--- src/rtl/branch_redirect_ctrl.sv ---
// Fetch-PC sequencer: merges the EX-stage branch/jump redirect with the load-use
// stall and the instruction-memory ready handshake, holding a redirect while imem is busy.
module branch_redirect_ctrl #(
   parameter int PC_W  = 9,
   parameter int CNT_W = 16
) (
   input  logic             clk,
   input  logic             reset,
   input  logic             ex_valid,
   input  logic             pc_sel,
   input  logic [31:0]      br_pc,
   input  logic [PC_W-1:0]  cur_pc,
   input  logic             hz_stall,
   input  logic             imem_ready,
   output logic [PC_W-1:0]  pc_next,
   output logic             pc_write,
   output logic             flush_ifid,
   output logic             flush_idex,
   output logic             stall_ifid,
   output logic             busy,
   output logic             misalign_err,
   output logic [CNT_W-1:0] redirect_cnt
);

   localparam logic ST_RUN        = 1'b0;
   localparam logic ST_REDIR_WAIT = 1'b1;

   logic             state_q, state_d;
   logic [PC_W-1:0]  pend_tgt_q, pend_tgt_d;
   logic             misalign_err_q, misalign_err_d;
   logic [CNT_W-1:0] redirect_cnt_q, redirect_cnt_d;

   logic             redirect;
   logic             tgt_bad;
   logic [PC_W-1:0]  tgt;
   logic [PC_W-1:0]  seq;

   assign redirect = ex_valid & pc_sel;
   assign tgt      = {br_pc[PC_W-1:2], 2'b00};
   assign seq      = cur_pc + PC_W'(4);
   // Any set bit at or above PC_W means the target does not fit the fetch PC.
   assign tgt_bad  = (br_pc[1:0] != 2'b00) || ((br_pc >> PC_W) != 32'd0);

   always_comb begin
      state_d        = state_q;
      pend_tgt_d     = pend_tgt_q;
      misalign_err_d = misalign_err_q;
      redirect_cnt_d = redirect_cnt_q;

      pc_next    = seq;
      pc_write   = 1'b0;
      flush_ifid = 1'b0;
      flush_idex = 1'b0;
      stall_ifid = 1'b0;
      busy       = 1'b0;

      if (state_q == ST_RUN) begin
         if (redirect) begin
            // Redirect wins over hz_stall: the stalled instruction is wrong-path.
            flush_ifid = 1'b1;
            flush_idex = 1'b1;
            if (redirect_cnt_q != '1)
               redirect_cnt_d = redirect_cnt_q + CNT_W'(1);
            if (tgt_bad)
               misalign_err_d = 1'b1;
            if (imem_ready) begin
               pc_next  = tgt;
               pc_write = 1'b1;
            end else begin
               pend_tgt_d = tgt;
               state_d    = ST_REDIR_WAIT;
            end
         end else if (hz_stall) begin
            stall_ifid = 1'b1;
            flush_idex = 1'b1;
         end else begin
            pc_write   = imem_ready;
            stall_ifid = ~imem_ready;
         end
      end else begin
         busy       = 1'b1;
         pc_next    = pend_tgt_q;
         pc_write   = imem_ready;
         flush_ifid = 1'b1;
         flush_idex = 1'b1;
         if (imem_ready)
            state_d = ST_RUN;
      end

      if (!reset) begin
         pc_next    = '0;
         pc_write   = 1'b0;
         flush_ifid = 1'b1;
         flush_idex = 1'b1;
         stall_ifid = 1'b0;
         busy       = 1'b0;
      end
   end

   always_ff @(posedge clk or negedge reset) begin
      if (!reset) begin
         state_q        <= ST_RUN;
         pend_tgt_q     <= '0;
         misalign_err_q <= 1'b0;
         redirect_cnt_q <= '0;
      end else begin
         state_q        <= state_d;
         pend_tgt_q     <= pend_tgt_d;
         misalign_err_q <= misalign_err_d;
         redirect_cnt_q <= redirect_cnt_d;
      end
   end

   assign misalign_err = misalign_err_q;
   assign redirect_cnt = redirect_cnt_q;

endmodule

--- config.mk ---
export PLATFORM = sky130hd
export DESIGN_NAME = branch_redirect_ctrl
export DESIGN_NICKNAME = d
export VERILOG_FILES = /design/src/rtl/branch_redirect_ctrl.sv
export SDC_FILE = /design/constraint.sdc
export NUM_CORES = 1
export LEC_CHECK = 0
export ABC_AREA = 1
export BUFFER_PORTS_ARGS = -buffer_cell sky130_fd_sc_hd__buf_4
export CELL_PAD_IN_SITES_DETAIL_PLACEMENT = 1
export CELL_PAD_IN_SITES_GLOBAL_PLACEMENT = 1
export CORE_ASPECT_RATIO = 0.75
export CORE_MARGIN = 5
export CORE_UTILIZATION = 32
export DETAILED_ROUTE_END_ITERATION = 16
export PLACE_DENSITY_LB_ADDON = 0.1
export REMOVE_ABC_BUFFERS = 1
export SKIP_LAST_GASP = 1
export SYNTH_ARGS = -nofsm -noshare
export SYNTH_HDL_FRONTEND = slang
export SYNTH_SLANG_ARGS = --single-unit
export TNS_END_PERCENT = 10
--- constraint.sdc ---
create_clock -name clk -period 2.2 [get_ports clk]
set_clock_uncertainty 0.1 [all_clocks]
set_input_delay 0.11 -clock clk [delete_from_list [all_inputs] [get_ports clk]]
set_output_delay 0.11 -clock clk [all_outputs]
set_load 0.02 [all_outputs]
==> flow_summary.json, run 1 <==
{
  "outcome": "completed",
  "clk_latency_ns": 0.27,
  "place_congestion": 0.7571,
  "reg2reg_to": "redirect_cnt[5]",
  "detail_route.wl_per_cell_um": 13.91,
  "holdWs_ns": 0.09917,
  "synth-edff-count": 0,
  "period_needed_ns": 1.987,
  "yosys-top-cells-count": "88 x nand2_1, 39 x nor2_1, 26 x inv_1",
  "vdd_drop_max_uv": 237.7,
  "fp.dieW_um": 95.19,
  "crit_family": "compound AO/OA/AOI/OAI gates",
  "antenna_left": 0,
  "die_area_um2": 7033,
  "postPlaceCellArea_um2": 2420,
  "antenna_found_initial": 0,
  "syn_to_final_growth_pct": 46.84,
  "worstRegToRegCells": 6,
  "p_total_mw": 1.312,
  "cts_tree": "done",
  "grt-ovfl-total": 0,
  "dp_hpwl_um": 4755,
  "routed_via_density": 4.697,
  "initial_utilization_pct": 32.71,
  "crit_path_top_delay_cell": "dfrtp_1",
  "path_cells": "ha_1 > nand3_2 > nor2_4 > nand2_4 > o21ai_4 > o21ai_0",
  "critPathArrivalTime_ns": 2.01,
  "cellLeakagePower_nw": 1.298,
  "ys_seq_area_share_pct": 35.92,
  "min_period_over_period_pct": 90.34,
  "powerDensity_nw_per_um2": 513.2,
  "first_pass_iters": 4,
  "gr-usage-met2_pct": 29.87,
  "yosysTopAreaCell": "dfrtp_1",
  "grt_max_degree": 25,
  "grt_pass1_vias": 2126,
  "clock_sinks": 25,
  "rsz0062_at_grt": "false",
  "synth_area_leaders": "dfrtp_1 36%, nand2_1 19%, nor2_1 8.4%, inv_1 5.6%, nand3_1 5.2%",
  "synth_top_cell_area_share_pct": 35.92,
  "tns_ns": 0,
  "dr_total_vias": 1987,
  "drc": 0,
  "synth_ff_type": "dfrtp_1",
  "synth_cell_type_count": 21,
  "coreArea_um2": 5324,
  "async_flop_share_pct": 100.0,
  "critical_path_buf_inv_count": 0,
  "fin_nets": 398,
  "syn_area_um2": 1742,
  "root_buffer": "clkbuf_8",
  "worstPathRequired_ns": 2.23,
  "placement.io_buffers": 77,
  "netlist_instances": 257,
  "cp_max_fo": 17,
  "yosys_warnings": 0,
  "clk_pin_slew_ns": 0.10,
  "tightest_slew_ns": 0.4622,
  "ys_seq_elements": 25,
  "htreeDepth": 1,
  "r2r_setup_slack_ns": 0.21,
  "hp-class": "input pin to asynchronous set/reset pin",
  "crit_path_end_kind": "flop",
  "rows": 23,
  "postRouteWirelength_um": 5885,
  "grt_busiest_layer": "met2",
  "clockBufferDepth": 2,
  "hold_viol": 0,
  "synth_most_common_cell": "nand2_1",
  "path_class": "flop to flop",
  "setup_viol": 0,
  "maxCapViolCount": 0,
  "cts_buffers": 3,
  "grt_pass1_wl_um": 9832,
  "grt_usage_pct": 17.73,
  "slew_viol_final": 0,
  "layout-drive-gt1-share_pct": 27.59,
  "dr.first_iter.drc_count": 62,
  "r2r_start": "redirect_cnt[0]",
  "fin_area_um2": 2557,
  "crit_path_max_incr_delay_ns": 0.47,
  "grtUsageMet1_pct": 23.86,
  "worst_setup_path_start_kind": "flop",
  "n_antenna_cell": 0,
  "synth_area_per_cell_um2": 6.777,
  "met3_usage_pct": 3.480,
  "die_y_um": 73.89,
  "pin_count": 78,
  "fmax_mhz": 503.2,
  "slew_headroom_pct": 69.07
}
layout by cell type (no fill, tap or decap), drive strengths merged:
| cell | count |
|---|---|
| nand3 | 19 |
| o211ai | 1 |
| nand4 | 11 |
| ha | 2 |
| a21oi | 10 |
| o21bai | 1 |
| clkbuf | 4 |
| nand2 | 89 |
| buf | 80 |
| mux2 | 7 |
| dlygate4sd3 | 9 |
| o21ai | 15 |
| nor2 | 42 |
| dfrtp | 25 |
| xnor2 | 7 |
| inv | 26 |
worst max-delay path by stage:
stage / startpoint / endpoint / slack (ns) / cells past startpoint
finish: redirect_cnt[0] / redirect_cnt[5] / 0.21 / 6
global route: redirect_cnt[0] / redirect_cnt[2] / 0.05 / 7
CTS: redirect_cnt[0] / redirect_cnt[5] / 0.23 / 6
detailed placement: redirect_cnt[0] / redirect_cnt[5] / 0.27 / 6
global placement: redirect_cnt[0] / redirect_cnt[2] / 0.35 / 6
floorplan: redirect_cnt[0] / redirect_cnt[2] / 0.43 / 6
state kept, by name (all words and copies together) (netlist names):
name          cells
state_q           1
redirect_cnt     16
pend_tgt_q        7
misalign_err      1
logic make-up after synthesis:
group / count (synthesis) / share of synthesized area [%]
mux: 7 / 4.526
buf+inv: 28 / 6.537
flops: 25 / 35.92
simple gates: 161 / 39.37
compound gates: 27 / 8.693
fa+ha+maj: 2 / 1.437
xor+xnor: 7 / 3.520
per-stage QoR:
step                      setup WS, ns  instances  util (%)
final                           0.2125        423     48.04
after global routing           0.04768        423     48.04
after CTS                       0.2252        423     47.99
after detailed placement        0.2731        410     45.45
after global placement          0.3510        410     45.45
after floorplan                 0.4325        255         -
layout make-up:
class / instances / area (µm²)
Clock buffer: 4 / 45.04
Fill cell: 720 / 2766
Inverter: 26 / 97.59
Multi-Input combinational cell: 204 / 1005
Sequential cell: 25 / 625.6
Tap cell: 75 / 93.84
Timing Repair Buffer: 89 / 690.7
report_power, final:
group	leakage (nW)	switching, mW	total, mW	internal (mW)
combinational	0.952	0.226	0.439	0.213
clock	0.0228	0.150	0.279	0.130
sequential	0.324	0.0745	0.594	0.519
total	1.30	0.450	1.31	0.862
routing by layer:
metal	vias up	share of wire, %	wire, µm
li1	1008	-	-
met1	927	49	2890
met2	50	45	2658
met3	2	5.2	304
met4	0	0.53	31
met5	-	0	0
what timing repair did:
item                                   in CTS  in global routing
hold buffers                                9                  0
setup endpoints to repair                   0                  1
buffers inserted                            0                  0
gates resized for setup                     0                  1
endpoints found under the hold margin      33                  0
(Power assumes the default switching activity.)
==> inputs of run 2 (changes only) <==
==> constraint.sdc (replaced) <==
create_clock -name clk -period 2.2 [get_ports clk]
set_clock_uncertainty 0.1 [all_clocks]
set_input_delay 0.11 -clock clk [delete_from_list [all_inputs] [get_ports clk]]
set_output_delay 0.11 -clock clk [all_outputs]
set_load 0.005 [all_outputs]
==> run 2 against run 1 <==
First-iteration DRC count increased by 1.6%. Wire length about the same. Largest power group unchanged. Sequential cell count unchanged.
==> flow_summary.json, run 2 (synthesis gave the netlist of run 1 again) <==
{
  "outcome": "completed",
  "syn_to_final_growth_pct": 46.70,
  "tightest_slew_ns": 0.4622,
  "cp_max_fo": 17,
  "cellLeakagePower_nw": 1.298,
  "htreeDepth": 1,
  "post-cts-setup-buffers": 0,
  "die_y_um": 73.89,
  "holdWs_ns": 0.09917,
  "fin_nets": 398,
  "tns_ns": 0,
  "grt-ovfl-total": 0,
  "critPathArrivalTime_ns": 2.01,
  "met3_usage_pct": 3.480,
  "place_congestion": 0.7571,
  "grt_busiest_layer": "met2",
  "dpl.cell_count": 410,
  "powerDensity_nw_per_um2": 489.1,
  "clk_pin_slew_ns": 0.10,
  "final_cells": 423,
  "first_pass_iters": 4,
  "path_class": "flop to flop",
  "cts_tree": "done",
  "n_antenna_cell": 0,
  "setup_ws_ns": 0.2125,
  "grt_usage_pct": 17.73,
  "min_period_over_period_pct": 90.34,
  "crit_path_end_kind": "flop",
  "final_common_cell": "nand2_1",
  "dr_total_vias": 1989,
  "antenna_left": 0,
  "rows": 23,
  "clockBufferDepth": 2,
  "place_ws_ns": 0.2731,
  "fp.dieW_um": 95.19,
  "p_total_mw": 1.250,
  "rsz0062_at_grt": "false",
  "initial_utilization_pct": 32.71,
  "grt_max_degree": 25,
  "layout-drive-gt1-share_pct": 27.30,
  "dp_hpwl_um": 4755,
  "coreArea_um2": 5324,
  "period_needed_ns": 1.987,
  "clock_sinks": 25,
  "cts_buffers": 3,
  "placement.io_buffers": 77,
  "worst_setup_path_start_kind": "flop",
  "clk_latency_ns": 0.27,
  "root_buffer": "clkbuf_8",
  "final_cell_mix": "88 x nand2_1, 80 x buf_4, 39 x nor2_1",
  "setup_viol": 0,
  "gr-usage-met2_pct": 29.87,
  "grt_pass1_vias": 2126,
  "drc": 0,
  "dr.first_iter.drc_count": 63,
  "worstPathRequired_ns": 2.23,
  "postRouteWirelength_um": 5886,
  "hp-class": "input pin to asynchronous set/reset pin",
  "fill_cells": 719,
  "maxCapViolCount": 0,
  "die_area_um2": 7033,
  "detail_route.wl_per_cell_um": 13.91,
  "hold_viol": 0,
  "fmax_mhz": 503.2,
  "vdd_drop_max_uv": 237.5,
  "slew_headroom_pct": 69.07,
  "antenna_found_initial": 0,
  "pin_count": 78,
  "grt_pass1_wl_um": 9832,
  "grtUsageMet1_pct": 23.86,
  "r2r_setup_slack_ns": 0.21,
  "slew_viol_final": 0,
  "largest_register_ffs": 16,
  "routed_via_density": 4.702
}
run 2: layout make-up:
cell class / instances / area, µm² / area share (%)
Tap cell: 75 / 93.84 / 3.673
Sequential cell: 25 / 625.6 / 24.49
Clock buffer: 4 / 45.04 / 1.763
Multi-Input combinational cell: 204 / 1002 / 39.23
Timing Repair Buffer: 89 / 690.7 / 27.03
Inverter: 26 / 97.59 / 3.820
run 2: worst max-delay path: stages, from the launching register on:
cell and delay (ns):
dfrtp_1 0.47, ha_1 0.30, nand3_2 0.14, nor2_4 0.20, nand2_4 0.08, o21ai_4 0.39, o21ai_0 0.16
run 2: worst paths after layout:
check,to,start,cells after the start
min,redirect_cnt[2],reset,2
max,redirect_cnt[5],redirect_cnt[0],6
min in group clk,misalign_err,br_pc[17],7
max in group asynchronous,misalign_err,reset,3
min reg2reg,misalign_err,misalign_err,2
max reg2reg,redirect_cnt[5],redirect_cnt[0],6
run 2: report_power, final:
part	internal, mW	switching, mW
logic	0.210	0.167
clock network	0.130	0.150
registers	0.519	0.0743
run 2: repair_timing:
item,CTS,global route
hold endpoints to repair,33,0
hold buffers,9,0
gates resized for setup,0,0
run 2: stage by stage:
stage | cell area (µm²) | util (%)
finish | 2555 | 47.99
detailed placement | 2420 | 45.45
floorplan | 1725 | -
global route | 2555 | 47.99
CTS | 2555 | 47.99
global placement | 2420 | 45.45
run 2: metal layers:
| metal | part of all wire (%) | up-vias |
|---|---|---|
| met4 | 0.53 | 0 |
| met5 | 0 | - |
| met1 | 49 | 929 |
| met3 | 5.1 | 2 |
| met2 | 45 | 50 |
| li1 | - | 1008 |
==> inputs of run 3 (changes only) <==
--- a/config.mk
+++ b/config.mk
@@ -7,13 +7,14 @@
 export LEC_CHECK = 0
 export ABC_AREA = 1
 export BUFFER_PORTS_ARGS = -buffer_cell sky130_fd_sc_hd__buf_4
+export CAP_MARGIN = 0
 export CELL_PAD_IN_SITES_DETAIL_PLACEMENT = 1
 export CELL_PAD_IN_SITES_GLOBAL_PLACEMENT = 1
 export CORE_ASPECT_RATIO = 0.75
 export CORE_MARGIN = 5
 export CORE_UTILIZATION = 32
 export DETAILED_ROUTE_END_ITERATION = 16
-export PLACE_DENSITY_LB_ADDON = 0.1
+export PLACE_DENSITY = 0.82
 export REMOVE_ABC_BUFFERS = 1
 export SKIP_LAST_GASP = 1
 export SYNTH_ARGS = -nofsm -noshare
==> run 3 against run 2 <==
Sequential cell count unchanged. Critical endpoint is now redirect_cnt[10]. Core utilization decreased by 0.19 points. Cell count shrank 0.24%. Sequential share of layout area increased by 0.096 points. Via count decreased by 0.15%. Final area fell by 0.39%. Critical path depth is 2 higher. Die area is the same. Non-clock buffer count decreased by 1. Worst setup slack got worse by 0.077 ns.
==> flow_summary.json, run 3 (synthesis gave the netlist of run 1 again) <==
{
  "clock_sinks": 25,
  "crit_end": "redirect_cnt[10]",
  "min_period_over_period_pct": 93.86,
  "p_total_mw": 1.246,
  "fill_cells": 703,
  "pin_count": 78,
  "routed_via_density": 4.706,
  "n_antenna_cell": 0,
  "setup_viol": 0,
  "final_cell_mix": "88 x nand2_1, 80 x buf_4, 39 x nor2_1",
  "dpl.cell_count": 410,
  "cts_buffers": 3,
  "largest_register_ffs": 16,
  "powerDensity_nw_per_um2": 489.6,
  "reg2reg_to": "redirect_cnt[10]",
  "clk_latency_ns": 0.27,
  "worstRegToRegCells": 8,
  "fin_util_pct": 47.80,
  "worstPathRequired_ns": 2.31,
  "final_common_cell": "nand2_1",
  "crit_path_max_incr_delay_ns": 0.60,
  "initial_utilization_pct": 32.71,
  "path_class": "flop to flop",
  "worst_setup_path_start_kind": "flop",
  "postPlaceCellArea_um2": 2420,
  "htreeDepth": 1,
  "fin_nets": 397,
  "dr_total_vias": 1986,
  "hp-class": "input pin to flop",
  "period_needed_ns": 2.065,
  "clk_pin_slew_ns": 0.09,
  "place_congestion": 0.7818,
  "drc": 0,
  "fmax_mhz": 484.3,
  "detail_route.wl_per_cell_um": 13.82,
  "cts_tree": "done",
  "grt_pass1_vias": 2050,
  "first_pass_iters": 4,
  "hold_viol": 0,
  "r2r_start": "redirect_cnt[0]",
  "critPathArrivalTime_ns": 2.18,
  "holdWs_ns": 0.01203,
  "crit_path_top_delay_cell": "nor2_1",
  "slew_headroom_pct": 47.18,
  "rsz0062_at_grt": "false",
  "slew_viol_final": 0,
  "antenna_found_initial": 0,
  "vdd_drop_max_uv": 230.1,
  "path_cells": "ha_1 > nand3_2 > nor2_4 > nand2_4 > nor2_1 > nor2_1 > nand2_1 > nand2_1",
  "cellLeakagePower_nw": 1.294,
  "placement.io_buffers": 77,
  "grt_max_degree": 31,
  "min_from": "br_pc[6]",
  "clockBufferDepth": 2,
  "die_area_um2": 7033,
  "coreArea_um2": 5324,
  "postRouteWirelength_um": 5832,
  "maxCapViolCount": 0,
  "critPathLaunch": "redirect_cnt[0]",
  "grt-ovfl-total": 0,
  "dr.first_iter.drc_count": 66,
  "fin_area_um2": 2545,
  "tightest_slew_ns": 0.7894,
  "syn_to_final_growth_pct": 46.12,
  "final_cells": 422,
  "dp_hpwl_um": 4734,
  "cp_max_fo": 11,
  "die_y_um": 73.89,
  "root_buffer": "clkbuf_8",
  "setup_ws_ns": 0.1350,
  "fp.dieW_um": 95.19,
  "layout-drive-gt1-share_pct": 27.38,
  "tns_ns": 0,
  "r2r_setup_slack_ns": 0.14,
  "place_ws_ns": 0.1654,
  "crit_path_end_kind": "flop",
  "grt_usage_pct": 16.97,
  "outcome": "completed",
  "antenna_left": 0,
  "rows": 23,
  "grt_pass1_wl_um": 9494
}
[run 3: cell count changes in the layout (fill, tap and decap cells not counted)]
| cell | change |
|---|---|
| dlygate4sd3_1 | -1 |
[run 3: worst min-delay path by stage]
stage               cells after the start  slack [ns]               end
floorplan                               0       -0.29      misalign_err
global placement                        1       -0.19  redirect_cnt[13]
detailed placement                      1       -0.19  redirect_cnt[13]
CTS                                     2       0.004     pend_tgt_q[6]
global route                            2       0.007     pend_tgt_q[6]
finish                                  2        0.01     pend_tgt_q[6]
[run 3: timing repair]
action / in CTS / in global routing
hold buffers: 8 / 0
buffers inserted: 0 / 0
gates resized for setup: 0 / 0
hold endpoints to repair: 32 / 0
[run 3: final cells by class]
cell class / instances / area (µm²) / share of cell area (%)
multi-input combinational: 204 / 1002 / 39.38
timing repair buffer: 88 / 680.7 / 26.75
inverter: 26 / 97.59 / 3.835
tap: 75 / 93.84 / 3.687
sequential: 25 / 625.6 / 24.58
clock buffer: 4 / 45.04 / 1.770
[run 3: worst max-delay path, delay by kind of cell, from the launching register on]
kind                     cells  cell delay (ns)
AND/OR/NAND/NOR              7             1.12
adder cells (fa/ha/maj)      1             0.30
flip-flops                   1             0.47
[run 3: power by group]
part / total [mW] / switching (mW) / leakage, nW / internal, mW
Sequential: 0.592 / 0.0730 / 0.324 / 0.519
Combinational: 0.379 / 0.172 / 0.948 / 0.207
Clock: 0.274 / 0.145 / 0.0228 / 0.130
Total: 1.25 / 0.390 / 1.29 / 0.856
[run 3: routing by layer]
layer | vias to the layer above | global-route usage, % | part of all wire [%]
li1 | 1005 | - | -
met1 | 935 | 22.54 | 47
met2 | 44 | 29.95 | 49
met3 | 2 | 2.661 | 3.8
met4 | 0 | 1.920 | 0.43
met5 | - | 0 | 0
